===== src/rtl/muldiv_unit_if.sv =====
`default_nettype none
// ============================================================================
// Module   : muldiv_unit_if
// Brief    : Issue/result bundle between the MIPS control path and muldiv_unit.
// Revision : 1.0  initial release
// ============================================================================
interface muldiv_unit_if #(
  parameter int WIDTH = 32
);
  logic             start;
  logic [5:0]       Funct;
  logic [WIDTH-1:0] A;
  logic [WIDTH-1:0] B;
  logic             flush;
  logic             busy;
  logic             done;
  logic [WIDTH-1:0] HI;
  logic [WIDTH-1:0] LO;

  modport master (output start, Funct, A, B, flush, input busy, done, HI, LO);
  modport slave  (input start, Funct, A, B, flush, output busy, done, HI, LO);
endinterface
`default_nettype wire


===== src/rtl/muldiv_unit.sv =====
`default_nettype none
// ============================================================================
// Module   : muldiv_unit
// Brief    : Iterative shift-add multiply / restoring divide with HI/LO registers.
//            Define MULDIV_SIGNED_EN for signed MULT/DIV; otherwise they act unsigned.
// Revision : 1.0  initial release
// ============================================================================
module muldiv_unit #(
  parameter int WIDTH = 32
) (
  input  logic         clk,
  input  logic         reset,
  muldiv_unit_if.slave mdu
);
  localparam logic [5:0] c_FN_MULT  = 6'h18;
  localparam logic [5:0] c_FN_MULTU = 6'h19;
  localparam logic [5:0] c_FN_DIV   = 6'h1A;
  localparam logic [5:0] c_FN_DIVU  = 6'h1B;
  localparam logic [5:0] c_FN_MTHI  = 6'h11;
  localparam logic [5:0] c_FN_MTLO  = 6'h13;

  localparam logic [1:0] c_S_IDLE = 2'd0;
  localparam logic [1:0] c_S_RUN  = 2'd1;
  localparam logic [1:0] c_S_FIX  = 2'd2;

  localparam int              c_CNT_W    = $clog2(WIDTH);
  localparam logic [c_CNT_W-1:0] c_CNT_LAST = c_CNT_W'(WIDTH - 1);

  logic [1:0]         state_q, state_d;
  logic               busy_q, busy_d;
  logic               done_q, done_d;
  logic [c_CNT_W-1:0] cnt_q;
  logic [2*WIDTH-1:0] acc_q;
  logic [WIDTH-1:0]   opnd_q;
  logic [WIDTH-1:0]   hi_q, lo_q;
  logic               op_div_q, neg_res_q, neg_rem_q;

  logic w_is_mul, w_is_div, w_signed_op, w_idle_req, w_accept;

  assign w_is_mul   = (mdu.Funct == c_FN_MULT) || (mdu.Funct == c_FN_MULTU);
  assign w_is_div   = (mdu.Funct == c_FN_DIV)  || (mdu.Funct == c_FN_DIVU);
`ifdef MULDIV_SIGNED_EN
  assign w_signed_op = (mdu.Funct == c_FN_MULT) || (mdu.Funct == c_FN_DIV);
`else
  assign w_signed_op = 1'b0;
`endif
  // flush in IDLE drops any coincident start, MTHI/MTLO included
  assign w_idle_req = (state_q == c_S_IDLE) && mdu.start && !mdu.flush;
  assign w_accept   = w_idle_req && (w_is_mul || w_is_div);

  logic             w_a_neg, w_b_neg;
  logic [WIDTH-1:0] w_a_mag, w_b_mag;

  assign w_a_neg = w_signed_op & mdu.A[WIDTH-1];
  assign w_b_neg = w_signed_op & mdu.B[WIDTH-1];
  assign w_a_mag = w_a_neg ? -mdu.A : mdu.A;
  assign w_b_mag = w_b_neg ? -mdu.B : mdu.B;

  // Multiply: acc = {partial product, remaining multiplier bits}
  logic [WIDTH:0]     w_mul_sum;
  logic [2*WIDTH-1:0] w_mul_next;

  assign w_mul_sum  = {1'b0, acc_q[2*WIDTH-1:WIDTH]} + (acc_q[0] ? {1'b0, opnd_q} : '0);
  assign w_mul_next = {w_mul_sum, acc_q[WIDTH-1:1]};

  // Divide: acc = {remainder, dividend bits shifting into quotient}
  logic [WIDTH:0]     w_div_shift;
  logic [WIDTH+1:0]   w_div_diff;
  logic               w_div_ge;
  logic [2*WIDTH-1:0] w_div_next;
  logic               w_unused;

  assign w_div_shift = {acc_q[2*WIDTH-1:WIDTH], acc_q[WIDTH-1]};
  assign w_div_diff  = {1'b0, w_div_shift} - {2'b00, opnd_q};
  assign w_div_ge    = ~w_div_diff[WIDTH+1];
  assign w_div_next  = {(w_div_ge ? w_div_diff[WIDTH-1:0] : w_div_shift[WIDTH-1:0]),
                        acc_q[WIDTH-2:0], w_div_ge};
  assign w_unused    = w_div_diff[WIDTH];

  logic [2*WIDTH-1:0] w_prod_fix;
  logic [WIDTH-1:0]   w_quo_fix, w_rem_fix, w_hi_fix, w_lo_fix;

  assign w_prod_fix = neg_res_q ? -acc_q : acc_q;
  assign w_quo_fix  = neg_res_q ? -acc_q[WIDTH-1:0] : acc_q[WIDTH-1:0];
  assign w_rem_fix  = neg_rem_q ? -acc_q[2*WIDTH-1:WIDTH] : acc_q[2*WIDTH-1:WIDTH];
  assign w_hi_fix   = op_div_q ? w_rem_fix : w_prod_fix[2*WIDTH-1:WIDTH];
  assign w_lo_fix   = op_div_q ? w_quo_fix : w_prod_fix[WIDTH-1:0];

  always_ff @(posedge clk) begin
    if (reset) state_q <= c_S_IDLE;
    else       state_q <= state_d;
  end

  always_comb begin
    state_d = state_q;
    case (state_q)
      c_S_IDLE: if (w_accept) state_d = c_S_RUN;
      c_S_RUN: begin
        if (mdu.flush)                state_d = c_S_IDLE;
        else if (cnt_q == c_CNT_LAST) state_d = c_S_FIX;
      end
      c_S_FIX:  state_d = c_S_IDLE;
      default:  state_d = c_S_IDLE;
    endcase
  end

  always_comb begin
    busy_d = (state_d != c_S_IDLE);
    done_d = (state_q == c_S_FIX) && !mdu.flush;
  end

  always_ff @(posedge clk) begin
    if (reset) begin
      busy_q <= 1'b0;
      done_q <= 1'b0;
    end else begin
      busy_q <= busy_d;
      done_q <= done_d;
    end
  end

  always_ff @(posedge clk) begin
    if (reset) begin
      acc_q     <= '0;
      opnd_q    <= '0;
      cnt_q     <= '0;
      op_div_q  <= 1'b0;
      neg_res_q <= 1'b0;
      neg_rem_q <= 1'b0;
    end else if (w_accept) begin
      cnt_q     <= '0;
      op_div_q  <= w_is_div;
      // A zero divisor returns all-ones quotient unsigned; remainder negation restores A
      neg_res_q <= (w_a_neg ^ w_b_neg) & (|mdu.B);
      neg_rem_q <= w_a_neg & w_is_div;
      if (w_is_div) begin
        acc_q  <= {{WIDTH{1'b0}}, w_a_mag};
        opnd_q <= w_b_mag;
      end else begin
        acc_q  <= {{WIDTH{1'b0}}, w_b_mag};
        opnd_q <= w_a_mag;
      end
    end else if (state_q == c_S_RUN) begin
      cnt_q <= cnt_q + 1'b1;
      acc_q <= op_div_q ? w_div_next : w_mul_next;
    end
  end

  always_ff @(posedge clk) begin
    if (reset) begin
      hi_q <= '0;
      lo_q <= '0;
    end else if ((state_q == c_S_FIX) && !mdu.flush) begin
      hi_q <= w_hi_fix;
      lo_q <= w_lo_fix;
    end else if (w_idle_req && (mdu.Funct == c_FN_MTHI)) begin
      hi_q <= mdu.A;
    end else if (w_idle_req && (mdu.Funct == c_FN_MTLO)) begin
      lo_q <= mdu.A;
    end
  end

  assign mdu.busy = busy_q;
  assign mdu.done = done_q;
  assign mdu.HI   = hi_q;
  assign mdu.LO   = lo_q;
endmodule
`default_nettype wire


===== src/flat_wrapper.sv =====
// flat-port wrapper written by rule: the top's interface ports become plain ports
module muldiv_unit_flat 
#(
  parameter int WIDTH = 32
)
  (clk, reset, mdu_start, mdu_Funct, mdu_A, mdu_B, mdu_flush, mdu_busy, mdu_done, mdu_HI, mdu_LO);
  muldiv_unit_if #(.WIDTH(WIDTH)) mdu_i ();
  input  logic clk;
  input  logic reset;
  input wire logic [$bits(mdu_i.start)-1:0] mdu_start;
  input wire logic [$bits(mdu_i.Funct)-1:0] mdu_Funct;
  input wire logic [$bits(mdu_i.A)-1:0] mdu_A;
  input wire logic [$bits(mdu_i.B)-1:0] mdu_B;
  input wire logic [$bits(mdu_i.flush)-1:0] mdu_flush;
  output wire logic [$bits(mdu_i.busy)-1:0] mdu_busy;
  output wire logic [$bits(mdu_i.done)-1:0] mdu_done;
  output wire logic [$bits(mdu_i.HI)-1:0] mdu_HI;
  output wire logic [$bits(mdu_i.LO)-1:0] mdu_LO;
  assign mdu_i.start = mdu_start;
  assign mdu_i.Funct = mdu_Funct;
  assign mdu_i.A = mdu_A;
  assign mdu_i.B = mdu_B;
  assign mdu_i.flush = mdu_flush;
  assign mdu_busy = mdu_i.busy;
  assign mdu_done = mdu_i.done;
  assign mdu_HI = mdu_i.HI;
  assign mdu_LO = mdu_i.LO;
  muldiv_unit #(.WIDTH(WIDTH)) u_core (.clk(clk), .reset(reset), .mdu(mdu_i));
endmodule

===== config.mk =====
export PLATFORM = sky130hd
export DESIGN_NAME = muldiv_unit_flat
export DESIGN_NICKNAME = d
export VERILOG_FILES = /design/src/rtl/muldiv_unit_if.sv /design/src/rtl/muldiv_unit.sv /design/src/flat_wrapper.sv
export SDC_FILE = /design/constraint.sdc
export NUM_CORES = 1
export LEC_CHECK = 0
export BUFFER_PORTS_ARGS = -buffer_cell sky130_fd_sc_hd__buf_2
export CAP_MARGIN = 20
export CORE_MARGIN = 3
export CORE_UTILIZATION = 50
export CTS_CLUSTER_DIAMETER = 200
export DETAILED_ROUTE_END_ITERATION = 12
export HOLD_SLACK_MARGIN = 0.12
export PLACE_DENSITY_LB_ADDON = 0.05
export SYNTH_ARGS = -nofsm -noshare
export SYNTH_HDL_FRONTEND = slang
export SYNTH_SLANG_ARGS = --single-unit

===== constraint.sdc =====
create_clock -name clk -period 3.88 [get_ports clk]
set_clock_uncertainty 0.05 [all_clocks]
set_input_delay 0.194 -clock clk [delete_from_list [all_inputs] [get_ports clk]]
set_output_delay 0.194 -clock clk [all_outputs]
set_load 0.005 [all_outputs]

* Word level (Yosys, flattened, before mapping)
Index checks and enable logic that the tools add are counted.
** Word-level totals
- Output and inout port bits :: 66
- Word-level logic and storage cells :: 56
- Input bits :: 74
- Register bits :: 170
** Cells by class
- Eq/ne operators :: 10
- Multiplexer cells :: 16
- Bitwise gates (word level) :: 1
- $add $sub $neg :: 3
- Reductions and logical operators :: 17
** Operators with widths (number)
- 32-bit two-way mux :: 9
- 64-bit two-way mux :: 3
- 6-bit by 5-bit == test with 1-bit output (second input constant) :: 6
- 33-bit by 32-bit subtractor with 34-bit output :: 1
- 32-bit by 33-bit adder with 33-bit output :: 1
- 2-bit nonzero test :: 4
- 1-bit logical AND :: 6
- 2-bit two-way mux :: 3
- 5-bit by 1-bit adder with 5-bit output (second input constant) :: 1
- 5-bit == test (second input constant) :: 1
- 2-bit case mux with 2 select lines :: 1
- 1-bit logical OR :: 3
- 2-bit by 1-bit == test with 1-bit output (second input constant) :: 1
- 2-bit == test (second input constant) :: 1
- 2-bit zero test :: 1
- 2-bit by 1-bit inequality test with 1-bit output (second input constant) :: 1
- 2-bit AND reduction :: 1
- 2-bit OR reduction :: 1
- 1-bit zero test :: 1
- 1-bit NOT :: 1

* Logic depth before layout (Yosys ltp)
- Depth after elaboration :: 7
- Depth in mapped cells :: 14
- Gate-level depth less buffers :: 14

* Least setup slack after synthesis
No wires, ideal clock.
- Kind :: register -> register
- From :: register u_core.acc_q[0]
- To :: register u_core.acc_q[59]
- Required time :: 3710 ps
- Clock period less this slack :: 3014 ps
- Stages on the path, launching flop included :: 14
- Path buffers :: 1
- Data arrival time :: 2844 ps
- Path slack :: 866 ps
- Library setup time :: 120 ps
- Path through :: dfxtp_1 -> clkbuf_1 -> and2_1 -> ha_1 -> a21o_1 -> or3_1 -> o221a_2 -> a31oi_2 -> a21oi_1 -> nor3_2 -> o21ai_1 -> xor2_1 -> a22o_1 -> a211o_1
** Between the ends
- Longest elaborated chain between the ends :: 5
** RTL lines
- start: declaration :: line muldiv_unit.sv:33 : logic [2*WIDTH-1:0] acc_q;
- start signal: assignment :: line muldiv_unit.sv:137 : acc_q <= {{WIDTH{1'b0}}, w_a_mag};
- start signal: assignment :: line muldiv_unit.sv:140 : acc_q <= {{WIDTH{1'b0}}, w_b_mag};
- start signal: assignment :: line muldiv_unit.sv:145 : acc_q <= op_div_q ? w_div_next : w_mul_next;
- 32-bit two-way mux :: line muldiv_unit.sv:63 : assign w_mul_sum = {1'b0, acc_q[2*WIDTH-1:WIDTH]} + (acc_q[0] ? {1'b0, opnd_q} : '0);
- 32-bit by 33-bit adder with 33-bit output :: line muldiv_unit.sv:63
- 64-bit two-way mux :: line muldiv_unit.sv:145
- 64-bit two-way mux :: line muldiv_unit.sv:143 : end else if (state_q == c_S_RUN) begin
- 64-bit two-way mux :: line muldiv_unit.sv:130 : end else if (w_accept) begin
No other way between the ends. The select of a mux whose other input is x is not followed.
A chain may end at the register's enable or synchronous reset.

* Worst setup path in the final report
- From :: register u_core.acc_q[31]
- To :: register u_core.acc_q[58]
** Between the ends
- Longest elaborated chain between the ends :: 5
** RTL lines
- 33-bit by 32-bit subtractor with 34-bit output :: line muldiv_unit.sv:74 : assign w_div_diff = {1'b0, w_div_shift} - {2'b00, opnd_q};
- 32-bit two-way mux :: line muldiv_unit.sv:76 : assign w_div_next = {(w_div_ge ? w_div_diff[WIDTH-1:0] : w_div_shift[WIDTH-1:0]),
- 64-bit two-way mux :: line muldiv_unit.sv:145
- 64-bit two-way mux :: line muldiv_unit.sv:143
- 64-bit two-way mux :: line muldiv_unit.sv:130
No other way between the ends. The select of a mux whose other input is x is not followed.

==> results.py <==
metrics = {
    "synth": {
        "synth_edf_count": 0,
        "synth_top_cell_area_share_pct": 29.1,
        "yosysMostFrequentCell": "dfxtp_1",
        "ys_ff_latch": 170,
        "synth_warnings": 0,
        "ys.flop_type": "dfxtp_1",
        "ys_seq_area_share_pct": 29.1,
        "syn-num-nets": 1590,
        "async_flop_share_pct": 0,
        "syn-instance-count": 1448,
        "synth.distinct_cells": 87,
        "yosysTopAreaCell": "dfxtp_1",
        "netlist_area_um2": 11700,
        "netlist_top_cells_area": "dfxtp_1, mux2i_1, ha_1",
        "avgSynthCellArea_um2": 8.07,
        "synth_common_cells": "dfxtp_1, nor2_1, nand2_1, a21oi_1, mux2i_1",
    },
    "grt": {
        "grt_util_met2_pct": 43.5,
        "grt_use_met1_pct": 45.0,
        "grt_use_met3_pct": 4.04,
        "antenna_found_initial": 0,
        "grtUsageTotal_pct": 29.3,
        "busiest_layer": "met1",
        "grt_max_degree": 88,
        "overflow": 0,
        "grt_pass1_wl_mm": 60.9,
        "grt_pass1_vias": 11100,
    },
    "clock_network": {
        "clockBufferDepth": 2,
        "numCtsBuffers": 17,
        "postCtsSetupBuffers": 0,
        "clkSlewWorstSetupHoldPaths_ns": 0.07,
        "insertion_delay_ns": 0.44,
        "htreeDepth": 4,
        "clock_sinks": 170,
        "root_buffer": "clkbuf_16",
        "cts_tree": "yes",
    },
    "detailed_routing": {
        "drt_iter0_markers": 1400,
        "drt-pass1-iter-count": 5,
        "wl_per_cell_um": 19.6,
        "drcViolationCount": 0,
        "via_per_inst": 5.97,
        "routed_wl_mm": 38.2,
        "vias": 11600,
        "detail-route-antenna-nets": 0,
    },
    "power": {
        "max-vdd-ir-drop_mv": 0.269,
        "leakagePower_nw": 6.24,
        "p_per_area_nw_per_um2": 289,
        "power_mw": 4.05,
    },
    "worst_setup_path": {
        "cp-start-kind": "register",
        "crit_path_max_incr_delay_ns": 0.49,
        "crit_fanout": 5,
        "crit_slowest_cell": "a211oi_1",
        "worstPathArrival_ns": 3.79,
        "cp_data_required_time_ns": 4.13,
        "cp-end-kind": "register",
        "crit_path_cell_trace": "inv_1 -> ha_1 -> inv_1 -> fa_1 -> a211oi_1 -> o21ai_1 -> a21o_1 -> a21oi_1 -> o31ai_1 -> a221oi_2 -> o21ai_0 -> xor2_1 -> mux2i_1 -> o21ai_1",
        "crit_type": "register to register",
    },
    "placed_design": {
        "dp_slack_ns": 0.403,
        "gp_congestion": 0.960,
        "io_buffer_count": 139,
        "dp_hpwl_mm": 27.1,
    },
    "timing": {
        "finalMaxSlewViolations": 0,
        "period_share_pct": 91.4,
        "tightest_slew_ns": 0.979,
        "finalSetupViolations": 0,
        "min_period_ns": 3.55,
        "hold_viol": 0,
        "fmax_mhz": 282,
        "setup_slack_ns": 0.334,
        "slew_headroom_pct": 34.7,
        "rsz0062_at_grt": "false",
        "holdWs_ns": 0.189,
        "tns_ns": 0,
    },
    "layout": {
        "areaGrowthSynthToFinish_pct": 20.1,
        "nNetsFinal": 1758,
        "nFillCells": 2048,
        "drive_above_1_share_pct": 13.8,
        "multi_input_area_um2": 7590,
        "regArea_um2": 3400,
        "antenna_cells": 0,
    },
    "die": {
        "core_area_um2": 22800,
        "die_w_um": 159,
        "start_util_pct": 51.3,
        "rows": 55,
        "fp.dieH_um": 159,
        "die_area_um2": 25200,
        "num_io_pins": 140,
    },
    "flow_run": {
        "drv_cap": 0,
    },
    "hold_path": {
        "hold_path_class": "input port to register",
    },
    "run_status": {
        "outcome": "completed",
    },
}
## final cells by class
| type | count | area share [%] |
|---|---|---|
| inverter | 50 | 1.34 |
| clock inverter | 14 | 1.25 |
| sequential | 170 | 24.3 |
| timing repair buffer | 259 | 13.2 |
| multi-input combinational | 1118 | 54.1 |
| clock buffer | 18 | 3.06 |
| tap | 313 | 2.79 |
## placed cells by master, fill, tap and decap left out, types with 34 or more instances in the layout
cell type	Yosys	layout
nand2_1	130	129
mux2i_1	116	116
ha_1	66	66
a211oi_1	76	76
o21ai_0	83	83
xnor2_1	34	34
inv_1	50	50
a21oi_1	120	120
dfxtp_1	170	169
buf_2	10	138
nor2_1	139	139
o22ai_1	35	35
dlygate4sd3_1	0	98
## kinds of logic after synthesis
group,count (synthesis),share of synthesized area [%]
XOR/XNOR,54,4.05
buffers and inverters,160,6.27
flip-flops,170,29.1
AND/OR/NAND/NOR,394,15.4
adder cells (fa/ha/maj),68,7.41
multiplexers,118,10.1
AO/OA/AOI/OAI,484,27.6
## registers in the layout, summed over array words and instances (netlist names)
register and count:
u_core.mdu.busy 1, u_core.acc_q 64, u_core.mdu.LO 32, u_core.mdu.HI 32
u_core.cnt_q 5, u_core.mdu.done 1, u_core.state_q 2, u_core.opnd_q 32
u_core.op_div_q 1
## where the power goes
group / switching [mW] / internal [mW] / leakage, nW
clock network: 0.869 / 0.875 / 0.292
logic: 0.300 / 0.233 / 4.58
registers: 0.0169 / 1.76 / 1.37
total: 1.19 / 2.87 / 6.24
## final timing paths
path	slack, ns	start	end	depth (start not counted)
max reg2reg	0.33	u_core.acc_q[31]$_SDFFE_PP0P_	u_core.acc_q[58]$_SDFFE_PP0P_	14
min reg2reg	0.48	u_core.opnd_q[6]$_SDFFE_PP0N_	u_core.opnd_q[6]$_SDFFE_PP0N_	2
max	0.33	u_core.acc_q[31]$_SDFFE_PP0P_	u_core.acc_q[58]$_SDFFE_PP0P_	14
min	0.19	mdu_Funct[3]	u_core.state_q[0]$_SDFF_PP0_	3
## per-stage QoR
step | instances | area (um2) | util, %
2_1_floorplan | 1448 | 11700 | -
3_3_place_gp | 1811 | 12400 | 54.6
3_5_place_dp | 1811 | 12400 | 54.6
4_1_cts | 1941 | 14000 | 61.5
5_1_grt | 1942 | 14000 | 61.6
6_report | 1942 | 14000 | 61.6
## worst max-delay path, delay by kind of cell, from the launching register on
family / cells / cell delay [ns]
flops: 1 / 0.36
compound gates: 8 / 1.94
mux: 1 / 0.15
xor+xnor: 1 / 0.16
fa+ha+maj: 2 / 0.59
buf+inv: 2 / 0.14
## metal layers
layer	up-vias	part of all wire (%)
li1	5644	-
met1	5467	49
met2	425	43
met4	0	1.4
met3	52	6.2
met5	-	0
## timing repair
item,4_1_cts,5_1_grt
resized for setup,0,0
endpoints found under the hold margin,126,0
hold buffers,98,0
setup endpoints to repair,0,0
No activity file was read; power rests on OpenSTA's default activity.
